`src/rtl/fp_wire.sv`:
```
// fp_wire: shared types and constants for the FPU issue sequencer.
// Latency: n/a (types and constants only).
// Backpressure: n/a.
package fp_wire;

   // Sequencer states: accept, launch to execute, wait for result, write back.
   typedef enum logic [1:0] {
      IDLE   = 2'd0,
      LAUNCH = 2'd1,
      WAIT   = 2'd2,
      WB     = 2'd3
   } fp_issue_state_type;

   // Instruction fields captured at accept (the opaque op bundle is kept
   // separately because its width is a module parameter).
   typedef struct packed {
      logic [31:0] data1;
      logic [31:0] data2;
      logic [31:0] data3;
      logic [4:0]  waddr;
      logic        fwren;
      logic        wren;
      logic        fpuf;
   } fp_issue_in_type;

   // Writeback bundle presented to the FP regfile, integer regfile and CSR block.
   typedef struct packed {
      logic        fwr_en;
      logic        iwr_en;
      logic        flg_en;
      logic [4:0]  addr;
      logic [31:0] data;
      logic [4:0]  flags;
   } fp_issue_out_type;

   // Invalid-operation flag reported when the watchdog abandons an op.
   localparam logic [4:0] fp_issue_nv_flag = 5'b10000;

endpackage

```
`src/rtl/fpu_issue_wdog.sv`:
```
// fpu_issue_wdog: watchdog for an outstanding FPU op (only built with FPU_ISSUE_WDOG_EN).
// Latency: expire is combinational from the counter register during the TIMEOUT-th WAIT cycle.
// Backpressure: none; it only observes the sequencer state.
// Ports: clock, reset (sync, active-high); clr clears the count (op launched);
//        active marks a WAIT cycle (counted); expire flags the TIMEOUT-th WAIT cycle.
`ifdef FPU_ISSUE_WDOG_EN
module fpu_issue_wdog
#(
   parameter int TIMEOUT = 64
)
(
   input  logic clock,
   input  logic reset,
   input  logic clr,
   input  logic active,
   output logic expire
);

   localparam int CW = $clog2(TIMEOUT + 1);

   logic [CW-1:0] cnt;

   always_ff @(posedge clock) begin
      if (reset) begin
         cnt <= '0;
      end else if (clr) begin
         cnt <= '0;
      end else if (active) begin
         cnt <= cnt + 1'b1;
      end
   end

   // cnt holds the number of WAIT cycles already completed, so this fires
   // in the TIMEOUT-th WAIT cycle.
   assign expire = active && (cnt == CW'(TIMEOUT - 1));

endmodule
`endif

```
`src/rtl/fpu_issue.sv`:
```
// fpu_issue: in-order, single-outstanding sequencer between FP decode and fpu_execute.
// Latency: accept -> writeback 2 cycles minimum; one op per 3 cycles back-to-back.
// Backpressure: in_ready low from launch through writeback; busy stalls the core.
// Ports: clock/reset (sync, active-high); in_* decoded instruction (valid/ready);
//        flush kills the op in flight; exe_* launch/kill/result handshake with execute;
//        fwr_* / iwr_* / flg_* writeback; busy, err (sticky watchdog error).
// Build option: FPU_ISSUE_WDOG_EN enables the outstanding-op watchdog (TIMEOUT cycles).
module fpu_issue
   import fp_wire::*;
#(
   parameter int TIMEOUT = 64,
   parameter int OPW     = 12
)
(
   input  logic            clock,
   input  logic            reset,
   input  logic            in_valid,
   output logic            in_ready,
   input  logic [OPW-1:0]  in_op,
   input  logic [31:0]     in_data1,
   input  logic [31:0]     in_data2,
   input  logic [31:0]     in_data3,
   input  logic [4:0]      in_waddr,
   input  logic            in_fwren,
   input  logic            in_wren,
   input  logic            in_fpuf,
   input  logic            flush,
   output logic            exe_valid,
   output logic [OPW-1:0]  exe_op,
   output logic [31:0]     exe_data1,
   output logic [31:0]     exe_data2,
   output logic [31:0]     exe_data3,
   output logic            exe_kill,
   input  logic            exe_ready,
   input  logic [31:0]     exe_result,
   input  logic [4:0]      exe_flags,
   output logic            fwr_en,
   output logic [4:0]      fwr_addr,
   output logic [31:0]     fwr_data,
   output logic            iwr_en,
   output logic [4:0]      iwr_addr,
   output logic [31:0]     iwr_data,
   output logic            flg_en,
   output logic [4:0]      flg_data,
   output logic            busy,
   output logic            err
);

   fp_issue_state_type state, next_state;

   logic [OPW-1:0]   op_q;
   fp_issue_in_type  in_q;
   fp_issue_in_type  in_d;
   fp_issue_out_type out_q;

   logic in_ready_q;
   logic exe_valid_q;
   logic exe_kill_q;
   logic busy_q;
   logic err_q;

   logic accept;
   logic result_cap;
   logic kill;
   logic wdog_fire;
   logic wdog_expire;
   logic wait_active;

   assign in_d = '{data1: in_data1, data2: in_data2, data3: in_data3,
                   waddr: in_waddr, fwren: in_fwren, wren: in_wren, fpuf: in_fpuf};

   assign wait_active = (state == WAIT);

`ifdef FPU_ISSUE_WDOG_EN
   fpu_issue_wdog #(.TIMEOUT(TIMEOUT)) u_wdog (
      .clock  (clock),
      .reset  (reset),
      .clr    (accept),
      .active (wait_active),
      .expire (wdog_expire)
   );
`else
   logic [31:0] unused_timeout;
   assign unused_timeout = 32'(TIMEOUT);
   assign wdog_expire    = 1'b0;
`endif

   // Next-state and event decode. Priority inside LAUNCH/WAIT is
   // flush > result > watchdog: a flushed op never writes back, and a result
   // arriving in the final watchdog cycle is still honoured.
   always_comb begin
      next_state = state;
      accept     = 1'b0;
      result_cap = 1'b0;
      kill       = 1'b0;
      wdog_fire  = 1'b0;
      case (state)
         IDLE: begin
            // A flush in IDLE squashes whatever decode is presenting this cycle.
            if (in_valid && !flush) begin
               accept     = 1'b1;
               next_state = LAUNCH;
            end
         end
         LAUNCH: begin
            if (flush) begin
               kill       = 1'b1;
               next_state = IDLE;
            end else if (exe_ready) begin
               result_cap = 1'b1;
               next_state = WB;
            end else begin
               next_state = WAIT;
            end
         end
         WAIT: begin
            if (flush) begin
               kill       = 1'b1;
               next_state = IDLE;
            end else if (exe_ready) begin
               result_cap = 1'b1;
               next_state = WB;
            end else if (wdog_expire) begin
               kill       = 1'b1;
               wdog_fire  = 1'b1;
               next_state = IDLE;
            end
         end
         WB: begin
            // Already committed: a flush here does not cancel the writeback.
            next_state = IDLE;
         end
         default: next_state = IDLE;
      endcase
   end

   // All outputs are flops loaded from next-state decode, so exe_ready only
   // reaches the writeback ports through a register.
   always_ff @(posedge clock) begin
      if (reset) begin
         state       <= IDLE;
         op_q        <= '0;
         in_q        <= '0;
         out_q       <= '0;
         in_ready_q  <= 1'b1;
         exe_valid_q <= 1'b0;
         exe_kill_q  <= 1'b0;
         busy_q      <= 1'b0;
         err_q       <= 1'b0;
      end else begin
         state       <= next_state;
         in_ready_q  <= (next_state == IDLE);
         busy_q      <= (next_state != IDLE);
         exe_valid_q <= accept;
         exe_kill_q  <= kill;
         err_q       <= err_q | wdog_fire;

         out_q.fwr_en <= result_cap & in_q.fwren;
         // x0 is hardwired zero in the integer file; f0 is a real register.
         out_q.iwr_en <= result_cap & in_q.wren & (in_q.waddr != 5'd0);
         out_q.flg_en <= (result_cap & in_q.fpuf) | wdog_fire;

         if (accept) begin
            op_q <= in_op;
            in_q <= in_d;
         end

         if (result_cap) begin
            out_q.addr  <= in_q.waddr;
            out_q.data  <= exe_result;
            out_q.flags <= exe_flags;
         end else if (wdog_fire) begin
            out_q.flags <= fp_issue_nv_flag;
         end
      end
   end

   assign in_ready  = in_ready_q;
   assign exe_valid = exe_valid_q;
   assign exe_op    = op_q;
   assign exe_data1 = in_q.data1;
   assign exe_data2 = in_q.data2;
   assign exe_data3 = in_q.data3;
   assign exe_kill  = exe_kill_q;
   assign fwr_en    = out_q.fwr_en;
   assign fwr_addr  = out_q.addr;
   assign fwr_data  = out_q.data;
   assign iwr_en    = out_q.iwr_en;
   assign iwr_addr  = out_q.addr;
   assign iwr_data  = out_q.data;
   assign flg_en    = out_q.flg_en;
   assign flg_data  = out_q.flags;
   assign busy      = busy_q;
   assign err       = err_q;

endmodule

```
`config.mk`:
```
export PLATFORM = sky130hd
export DESIGN_NAME = fpu_issue
export DESIGN_NICKNAME = d
export VERILOG_FILES = /design/src/rtl/fp_wire.sv /design/src/rtl/fpu_issue_wdog.sv /design/src/rtl/fpu_issue.sv
export SDC_FILE = /design/constraint.sdc
export NUM_CORES = 1
export LEC_CHECK = 0
export BUFFER_PORTS_ARGS = -buffer_cell sky130_fd_sc_hd__clkbuf_2
export CAP_MARGIN = 20
export CORE_MARGIN = 8
export CORE_UTILIZATION = 30
export DETAILED_ROUTE_END_ITERATION = 8
export GPL_TIMING_DRIVEN = 0
export PLACE_DENSITY_LB_ADDON = 0.2
export SETUP_SLACK_MARGIN = 0.02
export SLEW_MARGIN = 15
export SYNTH_ARGS = -nofsm -noshare
export SYNTH_HDL_FRONTEND = slang
export SYNTH_SLANG_ARGS = --single-unit
```
`constraint.sdc`:
```
create_clock -name clock -period 1.7 [get_ports clock]
set_input_delay 0.34 -clock clock [delete_from_list [all_inputs] [get_ports clock]]
set_output_delay 0.34 -clock clock [all_outputs]
set_load 0.02 [all_outputs]
```
## After elaboration in Yosys (flattened, before gate mapping)

Index checks and enable logic that the tools add are counted.

- Word-level logic and storage cells: 48
- Flip-flop bits (word level): 167

- Multiplexer cells: 13
- Bitwise operators: 5
- Reductions and logical operators: 8
- Equal/unequal tests: 3

Operator list:

| kind | count |
|---|---|
| two-way mux 2 bit | 4 |
| case mux 2 bit (4 select lines) | 1 |
| two-way mux 1 bit | 7 |
| two-way mux 5 bit | 1 |
| nonzero test 5 bit | 1 |
| bitwise AND 1 bit | 4 |
| equality test 2 bit (second input constant) | 2 |
| zero test 2 bit | 2 |
| OR reduction 2 bit | 2 |
| equality test 2 x 1 -> 1 bit (second input constant) | 1 |
| nonzero test 2 bit | 1 |
| logical AND 1 bit | 1 |
| zero test 1 bit | 1 |
| inverter 1 bit | 1 |

## Longest topological paths before layout

- Depth in word-level cells: 5
- Mapped depth: 9
- Mapped depth without buffers: 6

## Worst setup path before layout

OpenSTA, ideal clock, no wires.

- Path type: reg2reg
- Start point: reg state[1]
- End point: reg out_q (netlist bit fwr_addr[4])
- Data arrival time: 1.435 ns
- Stages on the path, launching flop included: 9
- Data required time: 1.568 ns
- Path buffers: 2
- Setup time: 0.132 ns
- Period minus slack after synthesis: 1.567 ns
- Setup slack: 0.133 ns
- Cells stage by stage: dfxtp_1 > inv_1 > ha_1 > nand2_1 > or2_2 > clkbuf_1 > buf_2 > nand2_1 > a21oi_1

- Longest elaborated chain between the ends: 3
- Elaborated cells between the ends (all ways): 4

RTL lines:

| element | line | RTL |
|---|---|---|
| from (decl) | fpu_issue.sv:49 | `fp_issue_state_type state, next_state;` |
| from (signal assigned) | fpu_issue.sv:151 | `state <= next_state;` |
| equality test 2 bit / equality test 2 x 1 -> 1 bit (equally long branches) | fpu_issue.sv:97 | `case (state)` |
| OR reduction 2 bit (no line) * | n/a |  |
| two-way mux 1 bit * | n/a |  |
| to (decl) | fpu_issue.sv:54 | `fp_issue_out_type out_q;` |

Mark *: on every way between the ends. The rest lies on a longest branch, timed or not.
A chain may end at the register's enable or synchronous reset.

## Worst setup path in the final report

- Start point: reg state[0]
- End point: reg out_q (netlist bit fwr_data[12])

Same word-level chain as after synthesis.

==> flow_metrics.env <==
export IMPL_status="finished clean"
export IMPL_layout_area_overhead_vs_synth_pct=41.18
export IMPL_fin_tns_setup_ns=0
export IMPL_clock_power_share=0.395
export IMPL_routability_congestion_estimate=0.7950
export IMPL_fin_crit_sh=0.9285
export IMPL_power_frac_seq=0.432
export IMPL_worst_ir_drop_vdd_mv=0.5500
export IMPL_worstPathBufferInverterCount=2
export IMPL_floorplan_initialDensity=0.3023
export IMPL_groute_usage_overall=0.1640
export IMPL_area_share_of_xor_xnor_cells_in_the_synthesized_design=0
export IMPL_timing_critical_path_from_type="register"
export IMPL_p_int_uw=6947
export IMPL_ffs_latches_synth=167
export IMPL_worst_endpoint_required_ns=2.05
export IMPL_most_common_layout_cells="359 x sky130_fd_sc_hd__clkbuf_2, 318 x sky130_fd_sc_hd__nand2_1, 165 x sky130_fd_sc_hd__dfxtp_1, 160 x sky130_fd_sc_hd__a21oi_1, 140 x sky130_fd_sc_hd__buf_4"
export IMPL_fin_nets=1394
export IMPL_powerDensity_nw_per_um2=1028
export IMPL_cp_max_fanout=10
export IMPL_clk_pin_slew_worst_paths_ns=0.08
export IMPL_synthesis_instances=862
export IMPL_floorplan_die_area_sq_um=27670
export IMPL_postCtsHoldBufs=0
export IMPL_detailed_place_hpwl_mm=18.50
export IMPL_unrepaired_setup_endpoints_after_global_routing="yes"
export IMPL_antenna_found_initial=2
export IMPL_yosys_top_cells_area="sky130_fd_sc_hd__dfxtp_1 49%, sky130_fd_sc_hd__nand2_1 18%, sky130_fd_sc_hd__buf_4 15%"
export IMPL_fp_dieH_um=166.4
export IMPL_tritoncts="yes"
export IMPL_syn_nets=1024
export IMPL_synth_top_family_by_area="simple AND/OR/NAND/NOR gates"
export IMPL_routedWlPerCell_um=15.24
export IMPL_total_leakage_power_uw=0.004658
export IMPL_clk_root_buffer_cell="sky130_fd_sc_hd__clkbuf_16"
export IMPL_drt_iter0_drc=321
export IMPL_total_cts_buffers=17
export IMPL_place_detailed_instances=1498
export IMPL_cpLargestDelayFamily="simple AND/OR/NAND/NOR gates"
export IMPL_worst_slew_pin_slew_ns=0.6051
export IMPL_p_sw_frac=0.2943
export IMPL_timing_setup_critical_path_class="reg -> reg"
export IMPL_path_cells="inv_2, ha_1, nand2_1, nor2_2, buf_2, nand2_1, a21oi_1"
export IMPL_crit_path_max_incr_delay_ns=0.35
export IMPL_fmaxAchievable_mhz=633.5
export IMPL_comb_power_share=0.173
export IMPL_rows=55
export IMPL_detailed_router_iteration_count_before_antenna_repair=4
export IMPL_worst_endpoint_arrival_ns=1.93
export IMPL_antenna_left=0
export IMPL_category_of_the_worst_setup_path_capture_point="register"
export IMPL_insertion_delay_ns=0.42
export IMPL_synthSimpleGateAreaFrac=0.1906
export IMPL_final_max_slew_viol_count=0
export IMPL_chipWidth_um=166.4
export IMPL_share_of_the_synthesized_area_in_compound_gates_ao_oa_aoi_oai=0.1232
export IMPL_synth_top_area_frac=0.4930
export IMPL_ys_warnings_count=0
export IMPL_cts_htree_levels=4
export IMPL_critPathSlowestCell="sky130_fd_sc_hd__dfxtp_2"
export IMPL_ys_seq_area_frac=0.4930
export IMPL_yosys_cell_types_count=25
export IMPL_synthesis_area_sq_um=6782
export IMPL_drc=0
export IMPL_routed_wl_mm=23.32
export IMPL_grt_max_degree=18
export IMPL_ff_to_ff_setup_slack_ns=0.12
export IMPL_cap_violations=0
export IMPL_grt_pass1_vias=6364
export IMPL_final_common_cell="sky130_fd_sc_hd__clkbuf_2"
export IMPL_vias=6477
export IMPL_stdcell_count=1530
export IMPL_leading_area_contributor_after_synthesis="sky130_fd_sc_hd__dfxtp_1"
export IMPL_pin_count=353
export IMPL_timing_final_crit_period_ns=1.579
export IMPL_wire_length_of_the_first_global_routing_pass_mm=36.11
export IMPL_grt_ovf=0
export IMPL_worst_min_delay_path_category="in -> reg"
export IMPL_core_area_sq_um=22430
export IMPL_most_repeated_library_cell_on_the_critical_path="sky130_fd_sc_hd__nand2_1"
export IMPL_n_antenna_cell=0
export IMPL_finalHoldViolations=0
export IMPL_post_synthesis_mux_area_share=0
export IMPL_max_slew_margin_rel=0.5966
export IMPL_synth_area_per_cell_sq_um=7.867
export IMPL_tritoncts_sinks=167
export IMPL_adder_and_majority_gate_portion_of_the_synthesized_area=0.007380
export IMPL_place_port_buffers=351
export IMPL_worst_clock_skew_ns=0.01184
export IMPL_post_drt_via_cell_ratio=4.233
export IMPL_max_clock_path_buffers=2
export IMPL_post_route_cells_drive_above_1_share=0.4482
export IMPL_finalSetupViolations=0
export IMPL_power_switching_uw=2898
==> worst min-delay path, stage by stage <==
cell and delay (ns):
sky130_fd_sc_hd__clkbuf_2 0.08, sky130_fd_sc_hd__nand2_1 0.04, sky130_fd_sc_hd__a21oi_1 0.05
==> state kept, by name, indices dropped and copies added (netlist names) <==
name	count
exe_data1	32
iwr_en	1
fwr_addr	5
in_ready	1
exe_kill	1
busy	1
fwr_en	1
exe_data3	32
flg_en	1
flg_data	5
in_q	8
exe_data2	32
exe_valid	1
state	2
exe_op	12
fwr_data	32
==> synthesized netlist by cell type <==
| cell | n |
|---|---|
| sky130_fd_sc_hd__nand2_1 | 318 |
| sky130_fd_sc_hd__dfxtp_1 | 167 |
| sky130_fd_sc_hd__a21oi_1 | 160 |
| sky130_fd_sc_hd__buf_4 | 138 |
| sky130_fd_sc_hd__clkbuf_1 | 29 |
| sky130_fd_sc_hd__buf_2 | 17 |
| sky130_fd_sc_hd__nor2_1 | 8 |
| sky130_fd_sc_hd__ha_1 | 4 |
| sky130_fd_sc_hd__inv_1 | 3 |
| sky130_fd_sc_hd__a31oi_1 | 2 |
| sky130_fd_sc_hd__and2_1 | 2 |
| sky130_fd_sc_hd__a21o_1 | 1 |
| sky130_fd_sc_hd__buf_1 | 1 |
| sky130_fd_sc_hd__buf_6 | 1 |
| sky130_fd_sc_hd__conb_1 | 1 |
| sky130_fd_sc_hd__nand2b_4 | 1 |
| sky130_fd_sc_hd__nor2_2 | 1 |
| sky130_fd_sc_hd__nor2b_1 | 1 |
| sky130_fd_sc_hd__nor3_1 | 1 |
| sky130_fd_sc_hd__nor4_1 | 1 |
| sky130_fd_sc_hd__o21ai_0 | 1 |
| sky130_fd_sc_hd__o311a_1 | 1 |
| sky130_fd_sc_hd__or2_1 | 1 |
| sky130_fd_sc_hd__or2_2 | 1 |
| sky130_fd_sc_hd__or3_1 | 1 |
==> power groups by stage <==
stage          clock [uW]  combinational, uW  sequential, uW
2_1_floorplan           0                977            4390
3_3_place_gp            0               1690            4340
3_5_place_dp            0               1690            4340
4_1_cts              4020               1720            4250
5_1_grt              4190               1870            4280
6_report             3890               1710            4250
==> worst paths after layout <==
| path | cells past startpoint | startpoint | end |
|---|---|---|---|
| setup / recovery | 7 | state[0] | fwr_data[12] |
| hold reg to reg | 1 | in_q[1] | iwr_en |
| setup reg to reg | 7 | state[0] | fwr_data[12] |
| hold / removal | 3 | in_data3[13] | exe_data3[13] |
==> final cells by class <==
cell class                 instances  area [sq um]
buffer                           184          1299
clock buffer                      18         429.2
clock inverter                    14         156.4
fill                            2376         12860
inverter                           3         11.26
multi-input combinational        506          2192
sequential                       167          3346
tap                              285         356.6
timing repair buffer             353          1784
==> routing by layer <==
layer | wire, um | part of all wire | up-vias | track usage
li1 | - | - | 3342 | -
met1 | 9843 | 0.42 | 2918 | 0.1891
met2 | 11410 | 0.49 | 195 | 0.2825
met3 | 1801 | 0.077 | 18 | 0.06394
met4 | 238 | 0.010 | 4 | 0.03760
met5 | 27 | 0.0012 | - | 0
==> timing repair <==
item                                    4_1_cts  5_1_grt
hold endpoints to repair                      0        0
endpoints found under the setup margin      153      153
buffers inserted                              2        0
resized for setup                            14       28
==> per-stage QoR <==
stage | hold slack (ns) | utilization | area [sq um] | power (uW) | setup slack [ns]
after CTS | 0.1061 | 0.4249 | 9532 | 9994 | 0.02428
after floorplan | 0.4280 | - | 6782 | 5372 | 0.1331
after global routing | 0.1068 | 0.4268 | 9574 | 10350 | -0.002985
after global placement | 0.4387 | 0.3965 | 8895 | 6021 | -0.2173
final | 0.1239 | 0.4268 | 9574 | 9844 | 0.1215
after detailed placement | 0.4420 | 0.3965 | 8895 | 6034 | -0.2807
==> kinds of logic after synthesis <==
kind of cell / count (synthesis)
AOI/OAI and AO/OA: 165
adders and majority gates: 4
buffers and inverters: 189
DFF: 167
other: 1
and+or+nand+nor: 336
Power figures use the tool's default switching activity.
